**src/rtl/rf_wb_arbiter.sv**
```systemverilog
// rf_wb_arbiter: round-robin sharing of the single register-file write port
// between ALU and LSU writeback, plus a per-register busy scoreboard used by
// decode to stall on read-after-write hazards.
module rf_wb_arbiter #(
    parameter int DATA_WIDTH = 32,
    parameter int ADDR_WIDTH = 5
) (
    input  logic                  clk,
    input  logic                  rst_n,
    input  logic                  alu_valid,
    output logic                  alu_ready,
    input  logic [ADDR_WIDTH-1:0] alu_rd,
    input  logic [DATA_WIDTH-1:0] alu_data,
    input  logic                  lsu_valid,
    output logic                  lsu_ready,
    input  logic [ADDR_WIDTH-1:0] lsu_rd,
    input  logic [DATA_WIDTH-1:0] lsu_data,
    input  logic                  iss_valid,
    input  logic [ADDR_WIDTH-1:0] iss_rd,
    input  logic [ADDR_WIDTH-1:0] chk_rs1,
    input  logic [ADDR_WIDTH-1:0] chk_rs2,
    output logic                  hazard,
    output logic                  rf_wen,
    output logic [ADDR_WIDTH-1:0] rf_waddr,
    output logic [DATA_WIDTH-1:0] rf_wdata
);

    localparam int NUM_REGS = 1 << ADDR_WIDTH;

    typedef enum logic {
        GRANT_ALU = 1'b0,
        GRANT_LSU = 1'b1
    } grant_t;

    grant_t                last_grant;
    grant_t                last_grant_next;
    logic                  alu_grant;
    logic                  lsu_grant;
    logic                  xfer;
    logic [ADDR_WIDTH-1:0] sel_rd;
    logic [DATA_WIDTH-1:0] sel_data;
    logic [NUM_REGS-1:0]   busy;
    logic [NUM_REGS-1:0]   busy_next;

    // Grant a lone requester directly; on a tie favour whoever did not win last.
    always_comb begin
        alu_grant = 1'b0;
        lsu_grant = 1'b0;
        if (alu_valid && lsu_valid) begin
            if (last_grant == GRANT_ALU) begin
                lsu_grant = 1'b1;
            end else begin
                alu_grant = 1'b1;
            end
        end else begin
            alu_grant = alu_valid;
            lsu_grant = lsu_valid;
        end
    end

    assign alu_ready = alu_grant;
    assign lsu_ready = lsu_grant;

    // Select the winning request and remember the winner for the next tie.
    always_comb begin
        xfer            = alu_grant | lsu_grant;
        sel_rd          = alu_rd;
        sel_data        = alu_data;
        last_grant_next = last_grant;
        if (lsu_grant) begin
            sel_rd          = lsu_rd;
            sel_data        = lsu_data;
            last_grant_next = GRANT_LSU;
        end else if (alu_grant) begin
            last_grant_next = GRANT_ALU;
        end
    end

    // Round-robin pointer; starts at ALU so the first tie after reset goes to LSU.
    always_ff @(posedge clk or negedge rst_n) begin
        if (!rst_n) begin
            last_grant <= GRANT_ALU;
        end else begin
            last_grant <= last_grant_next;
        end
    end

    // Registered write port; x0 writes are consumed but never enable the file.
    always_ff @(posedge clk or negedge rst_n) begin
        if (!rst_n) begin
            rf_wen   <= 1'b0;
            rf_waddr <= '0;
            rf_wdata <= '0;
        end else if (xfer) begin
            rf_wen   <= (sel_rd != '0);
            rf_waddr <= sel_rd;
            rf_wdata <= sel_data;
        end else begin
            rf_wen   <= 1'b0;
        end
    end

    // Busy bits clear when the write commits; a same-edge issue wins over the clear.
    always_comb begin
        busy_next = busy;
        if (rf_wen) begin
            busy_next[rf_waddr] = 1'b0;
        end
        if (iss_valid && (iss_rd != '0)) begin
            busy_next[iss_rd] = 1'b1;
        end
        busy_next[0] = 1'b0;
    end

    // Scoreboard state register.
    always_ff @(posedge clk or negedge rst_n) begin
        if (!rst_n) begin
            busy <= '0;
        end else begin
            busy <= busy_next;
        end
    end

    assign hazard = ((chk_rs1 != '0) && busy[chk_rs1]) ||
                    ((chk_rs2 != '0) && busy[chk_rs2]);

endmodule

```
**config.mk**
```make
export PLATFORM = sky130hd
export DESIGN_NAME = rf_wb_arbiter
export DESIGN_NICKNAME = d
export VERILOG_FILES = /design/src/rtl/rf_wb_arbiter.sv
export SDC_FILE = /design/constraint.sdc
export NUM_CORES = 1
export LEC_CHECK = 0
export ABC_AREA = 1
export BUFFER_PORTS_ARGS = -buffer_cell sky130_fd_sc_hd__buf_2
export CORE_MARGIN = 2
export CORE_UTILIZATION = 25
export DETAILED_ROUTE_END_ITERATION = 8
export GPL_TIMING_DRIVEN = 0
export MAX_ROUTING_LAYER = met4
export PLACE_DENSITY = 0.52
export REMOVE_ABC_BUFFERS = 1
export SYNTH_ARGS = -nofsm -noshare
export SYNTH_HDL_FRONTEND = slang
export SYNTH_SLANG_ARGS = --single-unit
```
**constraint.sdc**
```tcl
create_clock -name clk -period 1.05 [get_ports clk]
set_input_delay 0 -clock clk [delete_from_list [all_inputs] [get_ports clk]]
set_output_delay 0 -clock clk [all_outputs]
set_load 0.02 [all_outputs]
```
==> metrics.cfg <==
[setup_path]
critical_path.endpoint_type = output port
critical_path.cell_chain = inv_2, nand2_2, nand3_2, nand2_2, nand2_2, nand2_1, inv_1, nand2_1, nand2_1, nand2_1, inv_1, nand2_1, buf_6
setup.worst_path.start = busy[23]
slowest_cell_delay_on_critical_path_ns = 0.39
critical-path-slowest-cell = sky130_fd_sc_hd__dfrtp_1
critPathArrivalTime_ns = 1.53
regToRegStartpoint = last_grant
worst-setup-path-type = flip-flop to output port
cp-start-kind = flip-flop
required_ns = 1.05
crit_path_frequent_cell = sky130_fd_sc_hd__nand2_1
top_fanout_value_on_the_critical_path = 2

[final_layout]
fin_nets = 874
final_cell_count_no_fill = 995
antenna-diode-count = 0
total_area_of_multi_input_combinational_cells_um2 = 2581
area.sequential_um2 = 1759
fillCellCount = 1396
syn_to_final_growth_pct = 81.44
final_layout_size_suffix_gt1_share_pct = 41.96

[placed_design]
buffer_ports.inserted = 134
numPlacedInstances = 866
dp_worst_setup_slack_ns = -1.589
finalWeightedCongestion = 0.8162
post-dp-hpwl_mm = 9.483

[flow_run]
maxCapViolCount = 0

[logic_synthesis]
synth.yosys.warnings = 0
synth.top_cells.by_area = sky130_fd_sc_hd__dfrtp_1 (45%), sky130_fd_sc_hd__nand2_1 (17%), sky130_fd_sc_hd__nand3_1 (15%)
mappedNetlistArea_um2 = 3916
yosysSeqAreaShare_pct = 44.73
yosysUniqueCellTypes = 23
synthesized_instance_count = 542
yosys.area.top_type_share_pct = 44.73
synth_top_cell_by_area = sky130_fd_sc_hd__dfrtp_1
synth.avg_cell_area_um2 = 7.226
ys_ff_latch = 70

[global_route]
pin_count_of_the_biggest_net_entering_global_routing = 50
globalRouteOverflowTotal = 0
gr-usage-all-layers_pct = 20.48
grt_pass1_vias = 4998
initial_antenna_violation_count = 0
grt_first_pass_wirelength_mm = 25.85

[routing]
post_drt_via_cell_ratio = 4.853
drtAntennaViolNets = 0
drc = 0
number_of_detailed_route_iterations_in_the_first_pass = 5
routed_wirelength_mm = 17.10
via_count = 4829
detail_route.iter0.violations = 280
routed_length_per_instance_um = 17.18

[clock_tree]
clock_tree.htree_level_count = 3
cts_inserted_buffers = 9
clkTransAtPathRegs_ns = 0.06
cts_tree = done
cts.root.buffer_cell = sky130_fd_sc_hd__clkbuf_16
clock-sinks = 70
clockBufferDepth = 2
clk-insertion-delay-late_ns = 0.33

[sta]
slew-limit-headroom_pct = 62.73
finalCritPeriodShare_pct = 145.9
worstMarginPinSlew_ns = 0.5591
post-route-min-period_ns = 1.531
finalHoldViolCount = 0
report.final.slew_viol_count = 0
setup_viol_count_final = 67
clock_skews_ns = 0.004286
grt_setup_unrepaired = true
maxClockFrequency_mhz = 653.0
post-route-worst-setup-slack_ns = -0.4815

[die]
fp.coreArea_um2 = 15260
fp.dieArea_um2 = 16680
dieWidth_um = 129.2
start_util_pct = 25.67
core.rowCount = 45
die-height_um = 129.2
boundaryPins = 135

[power]
worst_case_vdd_ir_drop_v = 0.0007568
leakagePower_nw = 3.490
pwr_density_cell_nw_per_um2 = 1573
totalPowerFinal_mw = 11.18

[min_path]
worst_hold_path_type = input pin to flip-flop
hold_start = iss_rd[1]

[status]
violations = negative setup slack
run_status = complete, but fails checks

[synth_stat cells (all sizes together)]
| cell | instances |
|---|---|
| nand2 | 179 |
| nand3 | 117 |
| dfrtp | 70 |
| o21ai | 59 |
| inv | 58 |
| buf | 20 |
| nor2 | 11 |
| nor3 | 8 |
| o31ai | 8 |
| mux2i | 5 |
| clkbuf | 3 |
| a21boi | 1 |
| a31oi | 1 |
| o211ai | 1 |
| or2 | 1 |
[area by class of cell]
type / instances / share of cell area, %
clock buffers: 12 / 3.610
flip-flops and latches: 70 / 24.76
inverters: 58 / 3.434
repair inverters: 1 / 0.1057
well taps: 211 / 3.715
clock inverters: 3 / 0.9509
multi-input cells: 395 / 36.33
repair buffers: 245 / 27.10
[layout by cell type (no fill, tap or decap), types with 11 or more instances in the layout]
master	synthesis	routed
sky130_fd_sc_hd__nand2_2	3	13
sky130_fd_sc_hd__buf_4	2	12
sky130_fd_sc_hd__nand3_4	0	11
sky130_fd_sc_hd__dlygate4sd3_1	0	76
sky130_fd_sc_hd__o21ai_1	0	50
sky130_fd_sc_hd__buf_6	7	25
sky130_fd_sc_hd__inv_2	2	14
sky130_fd_sc_hd__dfrtp_1	70	64
sky130_fd_sc_hd__buf_2	9	123
sky130_fd_sc_hd__nand2_1	176	136
sky130_fd_sc_hd__nand3_1	116	62
sky130_fd_sc_hd__nand3_2	1	44
sky130_fd_sc_hd__nand2_4	0	29
sky130_fd_sc_hd__inv_1	55	37
[final timing paths]
kind	to	slack (ns)	cells after the start
max in group asynchronous	rf_waddr[2]	0.36	3
max	hazard	-0.48	13
max reg2reg	rf_wen	-0.40	7
min	busy[28]	0.05	4
min reg2reg	rf_wdata[19]	0.50	2
min in group asynchronous	rf_wdata[2]	0.12	2
[repair_timing]
action                                  CTS  global route
resized for setup                       137           162
hold buffers                             76             0
endpoints found under the setup margin   75            78
cloned                                    5             2
pin swaps                                33            41
endpoints found under the hold margin   108             0
buffers inserted                         25            11
[critical path: cells and delay by family (launching register included)]
| kind | cells | cell delay (ns) |
|---|---|---|
| AND/OR/NAND/NOR | 9 | 0.51 |
| flip-flops | 1 | 0.39 |
| buffers and inverters | 4 | 0.29 |
[stage by stage]
stage / area (µm²) / setup TNS [ns] / util (%) / hold WS (ns)
2_1_floorplan: 3759 / -24.99 / - / -0.2956
3_3_place_gp: 4693 / -106.48 / 30.76 / 0.2211
3_5_place_dp: 4748 / -65.12 / 31.12 / -0.07271
4_1_cts: 6509 / -9.552 / 42.66 / 0.04234
5_1_grt: 7106 / -16.06 / 46.57 / 0.04626
6_report: 7106 / -12.44 / 46.57 / 0.04708
[flip-flops by register name (all words and copies together) (netlist names)]
register,flops
last_grant,1
rf_wdata,32
rf_waddr,5
busy,31
rf_wen,1
[where the power goes]
group	total (mW)	switching, mW	internal, mW
clock network	3.35	1.15	2.20
registers	3.98	0.591	3.39
logic	3.86	2.17	1.68
total	11.2	3.91	7.27
[cell families (layout without fill, tap and decap cells)]
group	after synthesis	after routing	synth area share, %
compound gates	70	70	9.617
buf+inv	81	319	9.649
mux	5	5	1.278
simple gates	316	320	34.73
flops	70	70	44.73
[metal layers]
layer,track usage [%],share of wire [%],vias to the layer above
met2,32.17,49,202
met5,-,0,-
met1,26.49,43,2330
met3,3.592,5.4,32
li1,-,-,2265
met4,7.545,2.4,0
Power figures use the tool's default switching activity.
